[src/rtl/fetch_ctrl.sv]
// PC / instruction-register controller for the five-phase multi-cycle CPU.
// Loads IR at fetch, advances or redirects PC at writeback, retires, and latches HALT.
module fetch_ctrl #(
    parameter int unsigned           AW       = 16,
    parameter int unsigned           IW       = 32,
    parameter int unsigned           OPW      = 6,
    parameter logic [OPW-1:0]        HALT_OP  = 6'h3f,
    parameter logic [AW-1:0]         RESET_PC = '0
) (
    input  logic          clk,
    input  logic          n_rst,
    input  logic [4:0]    phase,
    output logic [AW-1:0] imem_addr,
    input  logic [IW-1:0] imem_rdata,
    input  logic          br_taken,
    input  logic [AW-1:0] br_target,
    output logic [AW-1:0] pc,
    output logic [IW-1:0] ir,
    output logic          hlt,
    output logic [31:0]   retire_cnt,
    output logic          phase_err
);

    logic [AW-1:0] r_pc;
    logic [IW-1:0] r_ir;
    logic          r_hlt;
    logic [31:0]   r_retire_cnt;
    logic          r_phase_err;

    logic          w_legal;
    logic          w_fetch;
    logic          w_wb;
    logic          w_halt_op;

    // Legal means zero or one bit set; multi-hot phases freeze everything but the error flag.
    always_comb begin
        w_legal   = ((phase & (phase - 5'd1)) == 5'd0);
        w_fetch   = (phase == 5'b00001);
        w_wb      = (phase == 5'b10000);
        w_halt_op = (imem_rdata[IW-1:IW-OPW] == HALT_OP);
    end

    always_ff @(posedge clk or negedge n_rst) begin
        if (!n_rst) begin
            r_phase_err <= 1'b0;
        end else if (!w_legal) begin
            r_phase_err <= 1'b1;
        end
    end

    always_ff @(posedge clk or negedge n_rst) begin
        if (!n_rst) begin
            r_ir  <= '0;
            r_hlt <= 1'b0;
        end else if (w_fetch) begin
            r_ir <= imem_rdata;
            if (w_halt_op) begin
                r_hlt <= 1'b1;
            end
        end
    end

    // Once halted, writeback neither moves the PC nor retires.
    always_ff @(posedge clk or negedge n_rst) begin
        if (!n_rst) begin
            r_pc         <= RESET_PC;
            r_retire_cnt <= '0;
        end else if (w_wb && !r_hlt) begin
            r_pc         <= br_taken ? br_target : (r_pc + 1'b1);
            r_retire_cnt <= r_retire_cnt + 32'd1;
        end
    end

    assign imem_addr  = r_pc;
    assign pc         = r_pc;
    assign ir         = r_ir;
    assign hlt        = r_hlt;
    assign retire_cnt = r_retire_cnt;
    assign phase_err  = r_phase_err;

endmodule

[config.mk]
export PLATFORM = sky130hd
export DESIGN_NAME = fetch_ctrl
export DESIGN_NICKNAME = d
export VERILOG_FILES = /design/src/rtl/fetch_ctrl.sv
export SDC_FILE = /design/constraint.sdc
export NUM_CORES = 1
export LEC_CHECK = 0
export CAP_MARGIN = 40
export CORE_MARGIN = 1.5
export CORE_UTILIZATION = 39
export CTS_CLUSTER_SIZE = 14
export DETAILED_ROUTE_END_ITERATION = 8
export GPL_TIMING_DRIVEN = 0
export PLACE_DENSITY = 0.72
export SYNTH_ARGS = -nofsm -noshare
export SYNTH_HDL_FRONTEND = slang
export SYNTH_SLANG_ARGS = --single-unit
[constraint.sdc]
create_clock -name clk -period 3 [get_ports clk]
set_input_delay 0.3 -clock clk [delete_from_list [all_inputs] [get_ports clk]]
set_output_delay 0.3 -clock clk [all_outputs]
set_load 0.02 [all_outputs]
* Yosys cells after proc, flatten, opt, wreduce, memory -nomap -nowiden *
Index checks and enable logic that the tools add are counted.

word-level totals
  bits of input ports = 56
  logic and storage cells = 17
  bits in registers = 82

cells by class
  eq/ne operators = 3
  add/subtract/negate cells = 3
  mux-type cells = 1
  reduce and logical (&&, ||, !) cells = 4
  bitwise operators = 1

operators by type and width
  operator                 count
  $add A32 B1 Y32 const B  1
  $add A16 B1 Y16 const B  1
  $mux W16                 1
  $eq A6 B6 Y1 const B     1
  $and A5 B5 Y5            1
  $eq A5 B1 Y1 const B     1
  $eq A5 B5 Y1 const B     1
  $logic_not A5 Y1         1
  $sub A5 B1 Y5 const B    1
  $reduce_and A2 Y1        1
  $logic_and A1 B1 Y1      1
  $logic_not A1 Y1         1

* Logic depth before layout (Yosys ltp) *
  depth in word-level cells = 3
  depth in mapped cells = 6
  mapped depth without buffers = 5

* Worst setup path before layout *
No wires, ideal clock.

  path type = register -> register
  start point = reg r_pc[0], in the netlist imem_addr[0]
  end point = reg r_pc[14], in the netlist imem_addr[14]
  data required time = 2935 ps
  data arrival time = 1695 ps
  cell stages (with the launch flop) = 6
  clock period less this slack = 1760 ps
  setup slack = 1240 ps
  cells stage by stage = dfrtp_1 -> ha_1 -> nand2_1 -> or4_1 -> a21oi_1 -> o22a_1

on the way
  word-level cells in the longest chain between the ends = 2

ends and longest elaborated chain
  what                    RTL line  text
  from (decl)             24        logic [AW-1:0] r_pc;
  from (signal assigned)  69        r_pc <= br_taken ? br_target : (r_pc + 1'b1);
  $add A16 B1 Y16         69
  $mux W16                69

Every way passes these cells.
A chain may end at the register's enable or synchronous reset.

* Final worst setup path *
  start point = in phase[1]
  end point = reg r_ir[25], in the netlist ir[25]

on the way
  word-level cells in the longest chain between the ends = 1

ends and longest elaborated chain
  what                  RTL line  text
  from (decl)           12        input logic [4:0] phase,
  $eq A5 B1 Y1          38        w_fetch = (phase == 5'b00001);
  to (signal assigned)  56        r_ir <= imem_rdata;
  to (decl)             25        logic [IW-1:0] r_ir;

Every way passes these cells.

==> qor.yml <==
status: "finished clean"
slew_headroom_pct: 64.3
root_buffer: "clkbuf_8"
pin_count: 154
syn_area_per_cell_um2: 11.1
drtIter0Drc: 148
dp_hpwl_um: 7840
place_congestion: 0.838
synth_area_um2: 4020
layout-drive-gt1-share_pct: 16.2
drv_cap: 0
grt_pass1_wl_um: 17400
reg2reg_depth: 4
ys.flop_type: "dfrtp_1"
vias_per_cell: 5.22
drv_slew: 0
finalHoldViolations: 0
power.leakage_nw: 2.55
routedWlPerCell_um: 15.6
finalCritPeriodShare_pct: 67.4
worstSetupStartpointType: "input port"
drc: 0
grtUsageMet2_pct: 30.5
core_area_um2: 9910
cts_tree: "yes"
cts.htree.levels: 3
cts.sinks: 82
die_h_um: 105
diodes: 0
hp-class: "in -> async"
grtUsageTotal_pct: 19.8
r2r-end: "retire_cnt[9]"
rows: 36
worstPathArrival_ns: 2.25
crit_path_end_kind: "flip-flop"
worst_slack_ns: 0.977
cp.required_ns: 3.23
dp.cells: 648
die_w_um: 105
io_buffers: 153
nNetsFinal: 585
synth_edf_count: 0
antenna_found_initial: 0
numCtsBuffers: 9
clk_pin_slew_ns: 0.08
finalPower_mw: 3.35
cts.path.max_buffers: 2
grt_max_degree: 49
cp_slowest_cell: "clkdlybuf4s50_1"
fin_crit_ns: 2.02
ctsResizeCount: 0
timing.rr.start: "hlt"
fin_cells: 665
power_density_nw_per_um2: 561
ys_warn_count: 0
finClkSkew_ns: 0.00997
ant_nets: 0
rrSetupSlack_ns: 1.14
wirelength_um: 10400
async_flop_share_pct: 100
timing.hold.ws_ns: 0.449
max_stage_delay_ns: 0.46
use_met1_pct: 25.6
place_ws_ns: 0.605
seq_area_frac_synth_pct: 51.0
vias: 3469
grt_pass1_vias: 3490
ys_types: 46
syn_to_final_growth_pct: 48.6
path_class: "in -> reg"
syn_nets: 419
critPathMaxFanout: 10
busiest_layer: "met2"
setup_viol: 0
start_util_pct: 40.6
use_met3_pct: 7.05
first_pass_iters: 4
worst_pin_slew_ns: 0.533
rsz0062_at_grt: "false"
fmax_mhz: 494
ys_seq_elements: 82
ir_drop_mv: 0.359
grt_overflow: 0
clk_latency_ns: 0.35
cp_cell_sequence: "clkdlybuf4s50_1, nor2_1, nand3_1, clkbuf_1, mux2_2"
dieArea_um2: 10900
syn_inst: 361
fill_cells: 825
-- through the flow --
stage	util [%]	TNS, ns	cell area, µm²
after floorplan	-	0	4020
after global placement	57.7	-111.82	5720
after detailed placement	58.0	0	5750
after CTS	60.3	0	5980
after global routing	60.3	0	5980
final	60.3	0	5980
-- where the power goes --
group	switching [mW]	internal [mW]
clock network	0.387	0.461
logic	0.501	0.586
registers	0.155	1.27
total	1.04	2.31
-- critical path: cells and delay by family --
| kind | cells | cell delay [ns] |
|---|---|---|
| simple gates | 2 | 0.81 |
| buf+inv | 2 | 0.80 |
| mux | 1 | 0.35 |
-- layout make-up --
type	count	area [µm²]	share of cell area, %
repair buffers	155	1570	26.2
multi-input cells	239	1740	29.1
well taps	133	166	2.78
plain buffers	29	189	3.16
flip-flops and latches	82	2050	34.3
clock buffers	16	220	3.69
inverters	11	41.3	0.691
-- cell families (layout without fill, tap and decap cells) --
| kind of cell | Yosys count | count (layout) | share of synthesized area [%] |
|---|---|---|---|
| XOR/XNOR | 31 | 31 | 6.75 |
| AO/OA/AOI/OAI | 49 | 49 | 7.34 |
| multiplexers | 35 | 35 | 9.70 |
| buffers and inverters | 40 | 211 | 5.72 |
| AND/OR/NAND/NOR | 122 | 122 | 18.8 |
| adder cells (fa/ha/maj) | 2 | 2 | 0.622 |
| flip-flops | 82 | 82 | 51.0 |
-- flip-flops by register name, summed over array words and instances (netlist names) --
| signal | cells |
|---|---|
| hlt | 1 |
| phase_err | 1 |
| imem_addr | 16 |
| retire_cnt | 32 |
| ir | 32 |
-- synth_stat cells (2+ instances only) --
master     instances  area (µm²)
a21oi_1           14        70.1
a22oi_1            3        22.5
a2bb2oi_1          2        17.5
a31oi_1            2        12.5
and3_1             4        25.0
and4_1             5        43.8
buf_2              4        20.0
buf_4             16         120
buf_6              2        22.5
clkbuf_1           6        22.5
dfrtp_1           82        2050
ha_1               2        25.0
inv_1             11        41.3
mux2_2            32         360
mux2i_1            3        30.0
nand2_1           22        82.6
nand3_1           18        90.1
nand4_1           13        81.3
nor2_1            14        52.6
nor3_1            17        85.1
nor4_1             6        37.5
nor4_2             6        75.1
nor4_4             2        42.5
o21ai_0           16        80.1
o21bai_1           2        15.0
o22ai_1            3        18.8
o2bb2ai_1          2        17.5
or2_2              2        12.5
or3_1              2        12.5
or4_1              3        22.5
xnor2_1           13         114
xor2_1            18         158
-- cells in the final DEF (no fill, tap or decap), drive strengths merged, types with 2 or more instances in the layout --
cell type / count
a21oi: 14
a22oi: 3
a2bb2oi: 2
a31oi: 2
and3: 4
and4: 5
buf: 25
clkbuf: 22
clkdlybuf4s50: 152
dfrtp: 82
ha: 2
inv: 11
mux2: 32
mux2i: 3
nand2: 23
nand3: 18
nand4: 14
nor2: 14
nor3: 17
nor4: 14
nor4b: 2
o21ai: 16
o21bai: 2
o22ai: 3
o2bb2ai: 2
or2: 2
or3: 2
or4: 4
xnor2: 13
xor2: 18
-- per-layer routing --
metal  up-vias  wire length (µm)
li1       1625                 -
met1      1682              4440
met2       147              4780
met3        15              1010
met4         0               172
met5         -                 0
-- worst max path at each step --
stage / from / slack [ns] / cells past startpoint / end
2_1_floorplan: imem_addr[0] / 1.24 / 5 / imem_addr[14]
5_1_grt: phase[2] / 0.82 / 5 / ir[25]
4_1_cts: phase[1] / 0.98 / 5 / ir[25]
3_5_place_dp: phase[1] / 0.61 / 5 / ir[25]
3_3_place_gp: n_rst / -1.37 / 1 / retire_cnt[28]
6_report: phase[1] / 0.98 / 5 / ir[25]
-- timing repair --
action | CTS | global route
buffers inserted | 0 | 0
hold buffers | 1 | 0
hold endpoints to repair | 34 | 0
Power figures use the tool's default switching activity.
